$ cat src/rtl/glb_port_arbiter.sv
// Two-requester GLB arbiter: fixed priority to the controller, starvation counter for the loader,
// with a tag pipeline that steers read data back to whichever side issued the read.
module glb_port_arbiter #(
  parameter int unsigned DATA_SIZE    = 32,
  parameter int unsigned READ_LAT     = 1,
  parameter int unsigned STARVE_LIMIT = 4
) (
  input  logic                 clk,
  input  logic                 rst,
  input  logic [3:0]           c_re,
  input  logic [31:0]          c_r_addr,
  output logic                 c_r_gnt,
  output logic                 c_r_valid,
  output logic [DATA_SIZE-1:0] c_r_data,
  input  logic [3:0]           c_we,
  input  logic [31:0]          c_w_addr,
  input  logic [DATA_SIZE-1:0] c_w_data,
  output logic                 c_w_gnt,
  input  logic [3:0]           d_re,
  input  logic [31:0]          d_r_addr,
  output logic                 d_r_gnt,
  output logic                 d_r_valid,
  output logic [DATA_SIZE-1:0] d_r_data,
  input  logic [3:0]           d_we,
  input  logic [31:0]          d_w_addr,
  input  logic [DATA_SIZE-1:0] d_w_data,
  output logic                 d_w_gnt,
  output logic [3:0]           glb_re,
  output logic [31:0]          glb_r_addr,
  input  logic [DATA_SIZE-1:0] glb_r_data,
  output logic [3:0]           glb_we,
  output logic [31:0]          glb_w_addr,
  output logic [DATA_SIZE-1:0] glb_w_data
);

  localparam int unsigned CNT_W = $clog2(STARVE_LIMIT + 1);
  localparam logic [CNT_W-1:0] LIMIT = CNT_W'(STARVE_LIMIT);

  logic             run;
  logic [CNT_W-1:0] r_cnt, w_cnt;
  logic             c_r_req, d_r_req, c_w_req, d_w_req;
  logic             c_r_win, d_r_win, c_w_win, d_w_win;
  logic             d_r_deny, d_w_deny;
  logic             tag_vld [READ_LAT];
  logic             tag_own [READ_LAT];
  logic             tail_vld, tail_own;

  // Grants stay off until the first clock edge after reset is released.
  always_ff @(posedge clk or negedge rst) begin
    if (!rst) run <= 1'b0;
    else      run <= 1'b1;
  end

  always_comb begin
    c_r_req  = |c_re;
    d_r_req  = |d_re;
    c_w_req  = |c_we;
    d_w_req  = |d_we;
    d_r_win  = run & d_r_req & (~c_r_req | (r_cnt == LIMIT));
    c_r_win  = run & c_r_req & ~d_r_win;
    d_w_win  = run & d_w_req & (~c_w_req | (w_cnt == LIMIT));
    c_w_win  = run & c_w_req & ~d_w_win;
    d_r_deny = run & d_r_req & ~d_r_win;
    d_w_deny = run & d_w_req & ~d_w_win;
  end

  // Winner's request is muxed straight onto the GLB; enables carry only the winner's mask.
  always_comb begin
    c_r_gnt    = c_r_win;
    d_r_gnt    = d_r_win;
    c_w_gnt    = c_w_win;
    d_w_gnt    = d_w_win;
    glb_re     = c_r_win ? c_re : (d_r_win ? d_re : 4'h0);
    glb_r_addr = d_r_win ? d_r_addr : c_r_addr;
    glb_we     = c_w_win ? c_we : (d_w_win ? d_we : 4'h0);
    glb_w_addr = d_w_win ? d_w_addr : c_w_addr;
    glb_w_data = d_w_win ? d_w_data : c_w_data;
  end

  // Loader starvation counters: count consecutive denials, clear on grant or on dropping the request.
  always_ff @(posedge clk or negedge rst) begin
    if (!rst) begin
      r_cnt <= '0;
      w_cnt <= '0;
    end else begin
      if (d_r_deny) r_cnt <= (r_cnt == LIMIT) ? r_cnt : r_cnt + CNT_W'(1);
      else          r_cnt <= '0;
      if (d_w_deny) w_cnt <= (w_cnt == LIMIT) ? w_cnt : w_cnt + CNT_W'(1);
      else          w_cnt <= '0;
    end
  end

  // Tag shift register mirrors the GLB read latency; owner 1 = loader.
  always_ff @(posedge clk or negedge rst) begin
    if (!rst) begin
      for (int unsigned i = 0; i < READ_LAT; i++) begin
        tag_vld[i] <= 1'b0;
        tag_own[i] <= 1'b0;
      end
    end else begin
      tag_vld[0] <= c_r_win | d_r_win;
      tag_own[0] <= d_r_win;
      for (int unsigned i = 1; i < READ_LAT; i++) begin
        tag_vld[i] <= tag_vld[i-1];
        tag_own[i] <= tag_own[i-1];
      end
    end
  end

  always_comb begin
    tail_vld  = tag_vld[READ_LAT-1];
    tail_own  = tag_own[READ_LAT-1];
    c_r_valid = tail_vld & ~tail_own;
    d_r_valid = tail_vld & tail_own;
    c_r_data  = c_r_valid ? glb_r_data : '0;
    d_r_data  = d_r_valid ? glb_r_data : '0;
  end

endmodule

$ cat config.mk
export PLATFORM = sky130hd
export DESIGN_NAME = glb_port_arbiter
export DESIGN_NICKNAME = d
export VERILOG_FILES = /design/src/rtl/glb_port_arbiter.sv
export SDC_FILE = /design/constraint.sdc
export NUM_CORES = 1
export LEC_CHECK = 0
export CORE_AREA = 3 3 161 163
export CTS_CLUSTER_SIZE = 14
export DETAILED_ROUTE_END_ITERATION = 7
export DIE_AREA = 0 0 164 166
export HOLD_SLACK_MARGIN = 0.12
export REMOVE_ABC_BUFFERS = 1
export SLEW_MARGIN = 15
export SYNTH_ARGS = -nofsm -noshare
export SYNTH_HDL_FRONTEND = slang
export SYNTH_SLANG_ARGS = --single-unit
$ cat constraint.sdc
create_clock -name clk -period 1.72 [get_ports clk]
set_input_delay 0.258 -clock clk [delete_from_list [all_inputs] [get_ports clk]]
set_output_delay 0.258 -clock clk [all_outputs]
set_load 0.01 [all_outputs]
==> impl_metrics.json <==
{
  "worstPathCellList": "inv_1 > ha_2 > nand2_2 > a21oi_4 > buf_12 > buf_12 > buf_12 > mux2_4 > buf_6",
  "pwr_density_cell_nw_per_um2": 321,
  "share_of_cells_above_drive_strength_1_pct": 51.9,
  "critical_path.most_common_cell": "buf_12",
  "worst-endpoint-arrival_ns": 1.97,
  "via_count": 3775,
  "run_status": "finished with violations",
  "port-buffer-count": 415,
  "clk-insertion-delay-late_ns": 0.23,
  "cts_max_level": 1,
  "io_pins": 416,
  "post_synth_most_frequent_cells": "mux2_4, mux2_2, and2_1, and3_1, inv_1",
  "postLayoutSetupSlackWorst_ns": -0.508,
  "synth_ff_type": "dfrtp_1",
  "cts-buffers-inserted": 3,
  "clkPwrFrac_pct": 15.3,
  "globalplace.congestion": 0.860,
  "overflow": 0,
  "ir_worst_vdd_v": 0.000289,
  "setup_violations": 108,
  "effective_utilization_at_floorplan_pct": 9.90,
  "timing.critical_path.max_delay_family": "buffers and inverters",
  "clock-root-buffer": "clkbuf_16",
  "clock_path_buffers": 2,
  "post-place-cells": 1002,
  "dr.first_iter.drc_count": 77,
  "reg2reg_from": "r_cnt[0]$_DFFE_PN0P_",
  "post-synth-top-count-cell": "mux2_4",
  "number_of_enable_type_register_cells_in_the_synthesized_netlist": 0,
  "route.detailed.vias_per_inst": 3.57,
  "first_pass_iteration_count_of_the_detailed_router": 4,
  "vias_in_the_first_global_route": 4064,
  "critPathKind": "flip-flop to output pin",
  "die_area_um2": 27200,
  "report.final.hold_viol_count": 0,
  "share_comb_of_total_power_pct": 75.4,
  "synth_sequential_area_ratio_pct": 9.30,
  "type_of_origin_of_the_critical_path": "flip-flop",
  "layoutNonFillerInstCount": 1057,
  "cp_num_buf_inv": 5,
  "detail_route.drc_violations": 0,
  "fin_worst_skew_ns": 0.00176,
  "routed_wire_length_per_instance_um": 16.1,
  "fp-row-count": 57,
  "chipWidth_um": 164,
  "design.final.nets": 979,
  "dieHeight_um": 166,
  "cp-end-kind": "output pin",
  "layout-area-overhead-vs-synth_pct": 237,
  "crit_path_top_delay_cell": "dfrtp_1",
  "hp-class": "input port to async pin",
  "maxClockFrequency_ghz": 0.449,
  "final_max_slew_violation_count": 0,
  "finalWorstPathRequiredPeriod_ns": 2.23,
  "synth.ff_latch_count": 9,
  "clkTransAtPathRegs_ns": 0.04,
  "core_area_um2": 24500,
  "gr-usage-all-layers_pct": 11.6,
  "crit_path_max_incr_delay_ns": 0.37,
  "drv.max_cap_violation_count": 0,
  "tritoncts": "yes",
  "antenna_violating_nets_post_route": 0,
  "syn_inst": 250,
  "p_int_uw": 1880,
  "yosysWarningCount": 0,
  "cts.sink_count": 9,
  "unrepaired_setup_endpoints_after_global_routing": "true",
  "switchingPower_uw": 737,
  "worst_ep_required_time_ns": 1.46,
  "post-synth-top-area-fraction_pct": 31.0,
  "seq_power_share_pct": 9.3,
  "violations": "negative setup slack",
  "cts_hold_repair.buffers": 0,
  "synthDistinctLibCells": 23,
  "dp_hpwl_um": 13100,
  "synth_area_leader_cell": "mux2_4",
  "antenna_found_initial": 1,
  "synth.cell_area_um2": 2420,
  "synth-async-reset-ratio_pct": 100,
  "finalWirelength_um": 17000,
  "syn-mean-instance-area_um2": 9.68,
  "cp_max_fo": 7,
  "net_switching_fraction_of_the_power_pct": 28.2,
  "wire_length_of_the_first_global_routing_pass_um": 24800,
  "grt_start_max_net_pins": 17,
  "timing.hold.ws_ns": 0.324,
  "power_leakage_uw": 0.00385,
  "final.period_utilization_pct": 130,
  "worst_setup_path_startpoint": "w_cnt[1]$_DFFE_PN0P_",
  "synth.area.top_cells": "mux2_4, mux2_2, dfrtp_1"
}
==> worst register-to-register path, stage by stage (launching register included) <==
cell and delay (ns):
dfrtp_1 0.38, inv_2 0.07, ha_4 0.13, nand2_4 0.05, a21oi_4 0.20, buf_6 0.14
buf_12 0.12, buf_6 0.11, buf_6 0.08, buf_4 0.09
==> repair_timing <==
action,CTS,global route
endpoints found under the setup margin,175,150
gates resized for setup,867,80
setup buffers,43,4
cloned,12,0
pin swaps,11,13
==> sequential cells by signal (all words and copies together), names as in the netlist <==
signal	count
r_cnt	3
run	1
tag_own	1
tag_vld	1
w_cnt	3
==> power by group through the flow <==
stage | Sequential, uW | Combinational, uW | Clock [uW]
2_1_floorplan | 251 | 504 | 0
3_3_place_gp | 242 | 1690 | 0
3_5_place_dp | 242 | 1690 | 0
4_1_cts | 243 | 1950 | 406
5_1_grt | 246 | 2100 | 414
6_report | 243 | 1970 | 400
==> per-stage QoR <==
stage               utilization, %  setup slack, ns  total power [uW]  instance area [um^2]  TNS [ns]
global route                  33.3           -0.575              2760                  8160    -49.77
finish                        33.3           -0.508              2620                  8160    -42.13
floorplan                        -            -1.58               755                  2270   -156.41
detailed placement            29.2            -1.20              1930                  7150   -122.25
global placement              29.2            -1.19              1930                  7150   -120.42
CTS                           33.3           -0.531              2590                  8160    -48.77
==> cell usage in the layout (no fill, tap or decap), types with 2 or more instances in the layout <==
cell type and n:
buf_6 146, dfrtp_2 3, xnor2_1 2, mux2_4 93
dlygate4sd2_1 19, mux2i_1 7, nor2_1 7, inv_1 12
buf_4 27, or4_4 2, and2_1 18, nand3b_1 2
a21oi_4 2, clkbuf_16 3, mux2_2 3, buf_8 4
buf_12 14, clkdlybuf4s50_1 225, nand2_1 11, inv_2 2
clkbuf_2 15, and2_4 15, and3_1 32, buf_2 35
clkdlybuf4s15_1 7, ha_1 2, dfrtp_1 6, buf_16 7
==> final timing paths <==
path                                              to  slack [ns]  cells after the start
worst min-delay path            r_cnt[1]$_DFFE_PN0P_        0.32                      1
max in group asynchronous          tag_vld$_DFF_PN0_        1.09                      1
worst min register to register  w_cnt[0]$_DFFE_PN0P_        0.52                      2
worst max register to register     tag_own$_DFF_PN0_        0.28                      9
worst max-delay path                  glb_w_data[25]       -0.51                      9
min in group clk                   tag_vld$_DFF_PN0_        0.46                      4
==> final cells by class <==
cell class | count | area, um^2
Antenna cell | 1 | 2.50
Clock buffer | 4 | 78.8
Fill cell | 2527 | 16300
Inverter | 14 | 52.6
Multi-Input combinational cell | 206 | 2270
Sequential cell | 9 | 229
Tap cell | 324 | 405
Timing Repair Buffer | 499 | 5120
==> per-layer routing <==
layer	track usage [%]	vias up	wire, um
met4	1.69	0	272
met2	21.9	194	8970
met5	0	-	0
li1	-	1843	-
met1	13.8	1716	6480
met3	2.17	22	1270
==> cell families after synthesis <==
family | synth area share (%)
xor+xnor | 0.724
mux | 55.7
flops | 9.30
other cells | 0.155
simple gates | 21.9
buf+inv | 8.42
fa+ha+maj | 2.07
compound gates | 1.76
Note: power is estimated with default switching activity, not from simulation.
